==> src/rtl/mms_verify_sched_if.sv <==
// Transmit-process handshake for MAC-merge verify/respond mPackets.
// Level requests out, one-cycle completion pulses back.
interface mms_verify_sched_if;
    logic send_v;
    logic send_r;
    logic tx_v_done;
    logic tx_r_done;

    modport master (
        output send_v,
        output send_r,
        input  tx_v_done,
        input  tx_r_done
    );

    modport slave (
        input  send_v,
        input  send_r,
        output tx_v_done,
        output tx_r_done
    );
endinterface

==> src/rtl/mms_verify_sched.sv <==
// 802.3br MAC-merge verify/respond scheduler, verify timer and pActive.
// Optional MMS_VERIFY_STATS_EN adds saturating transmit/failure counters.
module mms_verify_sched #(
    parameter logic [19:0] VERIFY_TIME  = 20'd125000,
    parameter int          VERIFY_LIMIT = 3
) (
    input  logic       clk,
    input  logic       reset_begin,
    input  logic       pEnable,
    input  logic       disableVerify,
    input  logic       link_fail,
    input  logic       rcv_v,
    input  logic       rcv_r,
    mms_verify_sched_if.master tx,
    output logic       pActive,
    output logic [2:0] verify_status,
    output logic [2:0] verify_state
`ifdef MMS_VERIFY_STATS_EN
    ,
    output logic [15:0] verify_tx_cnt,
    output logic [15:0] respond_tx_cnt,
    output logic [15:0] verify_fail_cnt
`endif
);

    typedef enum logic [2:0] {
        INIT_VERIFICATION = 3'd0,
        VERIFICATION_IDLE = 3'd1,
        SEND_VERIFY       = 3'd2,
        WAIT_FOR_RESPONSE = 3'd3,
        VERIFIED          = 3'd4,
        VERIFY_FAIL       = 3'd5
    } stateT;

    localparam logic [2:0] ST_INITIAL   = 3'd0;
    localparam logic [2:0] ST_VERIFYING = 3'd1;
    localparam logic [2:0] ST_SUCCEEDED = 3'd2;
    localparam logic [2:0] ST_FAILED    = 3'd3;
    localparam logic [2:0] ST_DISABLED  = 3'd4;

    localparam logic [2:0]  LIMIT    = 3'(VERIFY_LIMIT);
    localparam logic [19:0] TIME_END = VERIFY_TIME - 20'd1;

    stateT       state;
    logic [2:0]  verifyCnt;
    logic [19:0] timer;
    logic        override;
    logic        timerDone;

    assign override  = link_fail | ~pEnable | disableVerify;
    assign timerDone = (timer == TIME_END);
    assign verify_state = state;

    always_ff @(posedge clk) begin
        if (reset_begin) begin
            state     <= INIT_VERIFICATION;
            verifyCnt <= 3'd0;
            timer     <= 20'd0;
            tx.send_v <= 1'b0;
        end else if (override) begin
            state     <= INIT_VERIFICATION;
            verifyCnt <= 3'd0;
            timer     <= 20'd0;
            tx.send_v <= 1'b0;
        end else begin
            unique case (state)
                INIT_VERIFICATION: begin
                    verifyCnt <= 3'd0;
                    state     <= VERIFICATION_IDLE;
                end
                VERIFICATION_IDLE: begin
                    verifyCnt <= verifyCnt + 3'd1;
                    tx.send_v <= 1'b1;
                    state     <= SEND_VERIFY;
                end
                SEND_VERIFY: begin
                    if (tx.tx_v_done) begin
                        tx.send_v <= 1'b0;
                        timer     <= 20'd0;
                        state     <= WAIT_FOR_RESPONSE;
                    end
                end
                WAIT_FOR_RESPONSE: begin
                    // a response landing on the last timer cycle still counts
                    if (rcv_r) begin
                        state <= VERIFIED;
                    end else if (timerDone) begin
                        if (verifyCnt < LIMIT) begin
                            verifyCnt <= verifyCnt + 3'd1;
                            tx.send_v <= 1'b1;
                            state     <= SEND_VERIFY;
                        end else begin
                            state <= VERIFY_FAIL;
                        end
                    end else begin
                        timer <= timer + 20'd1;
                    end
                end
                VERIFIED:    state <= VERIFIED;
                VERIFY_FAIL: state <= VERIFY_FAIL;
                default:     state <= INIT_VERIFICATION;
            endcase
        end
    end

    // rcv_v wins over tx_r_done so a fresh verify is always answered
    always_ff @(posedge clk) begin
        if (reset_begin)
            tx.send_r <= 1'b0;
        else if (link_fail || !pEnable)
            tx.send_r <= 1'b0;
        else if (rcv_v)
            tx.send_r <= 1'b1;
        else if (tx.tx_r_done)
            tx.send_r <= 1'b0;
    end

    always_ff @(posedge clk) begin
        if (reset_begin) begin
            pActive       <= 1'b0;
            verify_status <= ST_INITIAL;
        end else begin
            pActive <= pEnable & ~link_fail
                     & (disableVerify | (state == VERIFIED));
            if (disableVerify && pEnable) begin
                verify_status <= ST_DISABLED;
            end else begin
                unique case (state)
                    VERIFIED:          verify_status <= ST_SUCCEEDED;
                    VERIFY_FAIL:       verify_status <= ST_FAILED;
                    SEND_VERIFY,
                    WAIT_FOR_RESPONSE: verify_status <= ST_VERIFYING;
                    default:           verify_status <= ST_INITIAL;
                endcase
            end
        end
    end

`ifdef MMS_VERIFY_STATS_EN
    logic [15:0] verifyTxCnt;
    logic [15:0] respondTxCnt;
    logic [15:0] verifyFailCnt;
    logic        failEntry;

    assign failEntry = ~override & (state == WAIT_FOR_RESPONSE)
                     & ~rcv_r & timerDone & (verifyCnt >= LIMIT);

    always_ff @(posedge clk) begin
        if (reset_begin) begin
            verifyTxCnt   <= 16'd0;
            respondTxCnt  <= 16'd0;
            verifyFailCnt <= 16'd0;
        end else begin
            if (tx.tx_v_done && verifyTxCnt != 16'hFFFF)
                verifyTxCnt <= verifyTxCnt + 16'd1;
            if (tx.tx_r_done && respondTxCnt != 16'hFFFF)
                respondTxCnt <= respondTxCnt + 16'd1;
            if (failEntry && verifyFailCnt != 16'hFFFF)
                verifyFailCnt <= verifyFailCnt + 16'd1;
        end
    end

    assign verify_tx_cnt   = verifyTxCnt;
    assign respond_tx_cnt  = respondTxCnt;
    assign verify_fail_cnt = verifyFailCnt;
`endif

endmodule

==> src/flat_wrapper.sv <==
// flat-port wrapper written by rule: the top's interface ports become plain ports
module mms_verify_sched_flat 
#(
    parameter logic [19:0] VERIFY_TIME  = 20'd125000,
    parameter int          VERIFY_LIMIT = 3
)
  (clk, reset_begin, pEnable, disableVerify, link_fail, rcv_v, rcv_r, pActive, verify_status, verify_state, tx_send_v, tx_send_r, tx_tx_v_done, tx_tx_r_done);
  mms_verify_sched_if tx_i ();
  input  logic clk;
  input  logic reset_begin;
  input  logic pEnable;
  input  logic disableVerify;
  input  logic link_fail;
  input  logic rcv_v;
  input  logic rcv_r;
  output logic pActive;
  output logic [2:0] verify_status;
  output logic [2:0] verify_state;
  output wire logic [$bits(tx_i.send_v)-1:0] tx_send_v;
  output wire logic [$bits(tx_i.send_r)-1:0] tx_send_r;
  input wire logic [$bits(tx_i.tx_v_done)-1:0] tx_tx_v_done;
  input wire logic [$bits(tx_i.tx_r_done)-1:0] tx_tx_r_done;
  assign tx_send_v = tx_i.send_v;
  assign tx_send_r = tx_i.send_r;
  assign tx_i.tx_v_done = tx_tx_v_done;
  assign tx_i.tx_r_done = tx_tx_r_done;
  mms_verify_sched #(.VERIFY_TIME(VERIFY_TIME), .VERIFY_LIMIT(VERIFY_LIMIT)) u_core (.clk(clk), .reset_begin(reset_begin), .pEnable(pEnable), .disableVerify(disableVerify), .link_fail(link_fail), .rcv_v(rcv_v), .rcv_r(rcv_r), .tx(tx_i), .pActive(pActive), .verify_status(verify_status), .verify_state(verify_state));
endmodule
==> config.mk <==
export PLATFORM = sky130hd
export DESIGN_NAME = mms_verify_sched_flat
export DESIGN_NICKNAME = d
export VERILOG_FILES = /design/src/rtl/mms_verify_sched_if.sv /design/src/rtl/mms_verify_sched.sv /design/src/flat_wrapper.sv
export SDC_FILE = /design/constraint.sdc
export NUM_CORES = 1
export LEC_CHECK = 0
export BUFFER_PORTS_ARGS = -buffer_cell sky130_fd_sc_hd__buf_2
export CELL_PAD_IN_SITES_DETAIL_PLACEMENT = 1
export CELL_PAD_IN_SITES_GLOBAL_PLACEMENT = 2
export CORE_ASPECT_RATIO = 1.75
export CORE_UTILIZATION = 38
export DETAILED_ROUTE_END_ITERATION = 16
export PLACE_DENSITY = 0.83
export SYNTH_ARGS = -nofsm -noshare
export SYNTH_HDL_FRONTEND = slang
export SYNTH_SLANG_ARGS = --single-unit
==> constraint.sdc <==
create_clock -name clk -period 5 [get_ports clk]
set_clock_uncertainty 0.2 [all_clocks]
set_input_delay 1 -clock clk [delete_from_list [all_inputs] [get_ports clk]]
set_output_delay 1 -clock clk [all_outputs]
set_load 0.05 [all_outputs]
== After elaboration in Yosys (flattened, before gate mapping) ==
Cells that the tools add are included.

* Reduce and logical (&&, ||, !) cells: 16
* Equality and inequality tests: 12
* Bitwise logic cells: 7
* Add/sub/neg operators: 2
* Mux-type cells: 22
* Magnitude comparators: 1

{| class="wikitable"
|+ Operators with widths
! cell !! number
|-
| 20-bit 2-to-1 mux || 3
|-
| 20-bit one-hot mux with 2 select lines || 1
|-
| 3-bit 2-to-1 mux || 8
|-
| 20-bit by 1-bit adder with 20-bit output, second input constant || 1
|-
| 20-bit by 17-bit equality test with 1-bit output, second input constant || 1
|-
| 3-bit one-hot mux with 6 select lines || 1
|-
| 3-bit one-hot mux with 3 select lines || 1
|-
| 4-bit AND reduction || 2
|-
| 2-bit OR reduction || 4
|-
| 3-bit by 2-bit equality test with 1-bit output, second input constant || 2
|-
| 3-bit equality test, second input constant || 2
|-
| 1-bit 2-to-1 mux || 6
|-
| 2-bit inequality test, second input constant || 3
|-
| 2-bit one-hot mux with 3 select lines || 1
|-
| 3-bit nonzero test || 2
|-
| 5-bit AND reduction || 1
|-
| 2-bit by 1-bit inequality test with 1-bit output, second input constant || 2
|-
| 2-bit nonzero test || 2
|-
| 3-bit by 1-bit adder with 3-bit output, second input constant || 1
|-
| 3-bit by 1-bit equality test with 1-bit output, second input constant || 1
|-
| 3-bit logical NOT || 1
|-
| 3-bit by 2-bit < comparator with 1-bit output, second input constant || 1
|-
| 3-bit by 2-bit inequality test with 1-bit output, second input constant || 1
|-
| 1-bit OR || 3
|-
| other kinds (7) || 9
|}

* Input port bits: 9
* Register bits after elaboration: 32
* Word-level logic and storage cells: 68
* Output and inout port bits: 9

== Longest topological paths before layout ==
* Word-level depth: 5
* Gate-level depth with buffers: 7
* Gate-level depth less buffers: 6

== Least setup slack after synthesis ==
No wires, ideal clock.

* Kind: input to register
* Start point: in disableVerify
* End point: reg u_core.timer[11]
* Slack: 2461 ps
* Stages on the path: 7
* Setup time: 74 ps
* Arrival: 2265 ps
* Path buffers: 2
* Data required time: 4726 ps
* Path through: or4b_4 buf_6 nor2_4 o21a_4 buf_6 a41oi_1 a31oi_1

* Longest elaborated chain between the ends: 2

{| class="wikitable"
|+ Ends and longest elaborated chain
! item !! line !! source
|-
| start, declared || flat_wrapper.sv:12 || <nowiki>input logic disableVerify;</nowiki>
|-
| 1-bit OR || mms_verify_sched.sv:50 || <nowiki>assign override = link_fail | ~pEnable | disableVerify;</nowiki>
|-
| 2-bit OR reduction (no line) || -- ||
|-
| end signal, assigned || mms_verify_sched.sv:96 || <nowiki>timer <= timer + 20'd1;</nowiki>
|-
| end, declared || mms_verify_sched.sv:46 || <nowiki>logic [19:0] timer;</nowiki>
|}

No other way between the ends.
A chain may end at the register's enable or synchronous reset.

== Worst setup path after layout ==
* Start point: in disableVerify
* End point: reg u_core.timer[19]

Same word-level chain as after synthesis.

==> results_dict.tcl <==
set metrics [dict create \
    outcome "complete, no violations" \
    portBuffers 17 \
    clk_path_buf_depth 2 \
    drv_cap 0 \
    cts_resized 0 \
    finalHoldViolations 0 \
    grt_pass1_wl_um 8160 \
    core_mm2 0.00444 \
    cts_made_buffers 5 \
    worst_pin_slew_ns 0.676 \
    ant_nets 0 \
    io-pin-count 18 \
    yosysTopAreaCellShare_pct 36.0 \
    critPathCaptureType "register" \
    cp.required_ns 5.03 \
    grt_overflow 0 \
    p_per_area_mw_per_mm2 246 \
    netlist_area_mm2 0.00178 \
    yosys.area.top_type "dfxtp_1" \
    p_total_uw 485 \
    std_cell_rows 32 \
    ys_seq_elements 32 \
    post_cts_buffers 0 \
    dr.pass1.iters 4 \
    final_layout_size_suffix_gt1_share_pct 18.0 \
    seq_area_frac_synth_pct 36.0 \
    initialDrtViolationCount 29 \
    synth_ff_type "dfxtp_1" \
    die_w_um 53.7 \
    arrival_ns 2.77 \
    cts_hold_buf 0 \
    fillers 550 \
    crit_chain "buf_2, nor4b_2, nand3_1, nor3_2, or2_1, a221o_1" \
    synth_cell_types 53 \
    clock-sinks 32 \
    nets 232 \
    final_cell_mix "dfxtp_1, nor2_1, buf_2" \
    place_hpwl_um 3750 \
    dieArea_mm2 0.00497 \
    cts_tree "built" \
    slew-limit-headroom_pct 54.6 \
    fp.dieH_um 92.6 \
    crit_fanout 7 \
    crit_path_start_kind "input pin" \
    diodes 0 \
    vdd.ir_drop.worst_uv 163 \
    antenna_found_initial 0 \
    worstSkewPairLatency_ns 0.28 \
    critPathMaxStageDelay_ns 0.50 \
    cpMaxStageDelayCell "nor4b_2" \
    netlist_instances 204 \
    synthArstFlopShare_pct 0 \
    setup_tns_ns 0 \
    critPathKind "in -> reg" \
    rsz0062_at_grt "false" \
    start_util_pct 40.1 \
    hp-class "reg -> reg" \
    post-route-min-period_ns 2.74 \
    grt_util_all_layers_pct 22.4 \
    syn2layout_area_growth_pct 10.5 \
    viasPerCell 5.96 \
    finalCritPeriodShare_pct 54.9 \
    cts-root-buf "clkbuf_8" \
    wl_per_cell_um 17.3 \
    drt-total-wl_um 4710 \
    htree_levels 2 \
    grt_max_degree 15 \
    yosysWarnings 0 \
    grt_pass1_vias 1726 \
    syn_nets 215 \
    drv_slew 0 \
    drc 0 \
    report.final.setup_viol 0 \
    avgSynthCellArea_um2 8.73 \
    leakage_nw 0.714 \
    gp_congestion 0.825 \
    clkTransAtPathRegs_ns 0.07 \
    synth_edf_count 0 \
    vias 1627 \
    synth_area_leaders "dfxtp_1, nor2_1, a21oi_1, nand2b_1, nand2_1" \
    fmax_ghz 0.365 \
    final_common_cell "dfxtp_1" \
]
-- final cells by class --
cell class                      instances  area [um^2]  share of cell area [%]
Clock buffer                            8         90.1                    4.58
Multi-Input combinational cell        163         1080                    54.9
Timing Repair Buffer                   17         85.1                    4.33
Inverter                                2         7.51                   0.382
Tap cell                               51         63.8                    3.24
Sequential cell                        32          641                    32.6
-- critical path, delay by kind of cell --
family / cells / cell delay [ns]
buffers and inverters: 1 / 0.13
AO/OA/AOI/OAI: 1 / 0.19
AND/OR/NAND/NOR: 4 / 1.44
-- synthesized netlist by cell type, drive strengths merged (2+ instances only) --
master and n:
mux2i 3, a22o 2, nor4 3, o21a 3, o31ai 4, nor3 8, a21bo 2, nand4 6
nand3 10, a211oi 2, or3 2, nor2 30, nand2 14, dfxtp 32, inv 2, a221o 4
a31oi 8, nor2b 4, buf 6, nor4b 3, a41oi 3, ha 2, o21ai 7, and3 5
nand2b 9, a21oi 12
-- per-stage QoR --
step	util [%]	hold WS, ns	setup WS (ns)	std cells	instance area, um^2
global placement	42.2	0.262	1.97	265	1880
global route	44.3	0.321	2.07	273	1970
floorplan	-	0.259	2.46	204	1780
finish	44.3	0.287	2.26	273	1970
detailed placement	42.2	0.283	1.96	265	1880
CTS	44.3	0.298	2.25	273	1970
-- worst paths after layout --
path | from | cells past startpoint | slack [ns] | end
worst max-delay path | disableVerify | 6 | 2.26 | u_core.timer[19]
worst max register to register | u_core.verify_state[1] | 5 | 2.56 | u_core.timer[19]
worst min-delay path | u_core.tx.send_r | 2 | 0.29 | u_core.tx.send_r
worst min register to register | u_core.tx.send_r | 2 | 0.29 | u_core.tx.send_r
-- cell families after synthesis --
logic type                 share of synthesized area (%)
and+or+nand+nor                                     33.7
adders and majority gates                           1.41
muxes                                               1.69
AOI/OAI and AO/OA                                   23.4
buffers and inverters                               3.37
xor gates and xnor gates                           0.492
DFF                                                 36.0
-- routing by layer --
layer / up-vias / global-route usage, % / share of wire [%]
li1: 804 / - / -
met1: 801 / 22.5 / 37
met2: 16 / 43.0 / 61
met3: 6 / 3.94 / 1.5
met4: 0 / 6.58 / 1.3
met5: - / 0 / 0
-- flip-flops by register name (all words and copies together), names as in the netlist --
| signal | count |
|---|---|
| u_core.verifyCnt | 3 |
| u_core.verify_status | 3 |
| u_core.tx.send_v | 1 |
| u_core.tx.send_r | 1 |
| u_core.verify_state | 3 |
| u_core.timer | 20 |
| u_core.pActive | 1 |
-- where the power goes --
group | leakage [nW] | switching (mW) | internal [mW]
clock | 0.0455 | 0.0946 | 0.112
sequential | 0.258 | 0.00158 | 0.256
combinational | 0.411 | 0.0132 | 0.00690
Power figures use the tool's default switching activity.
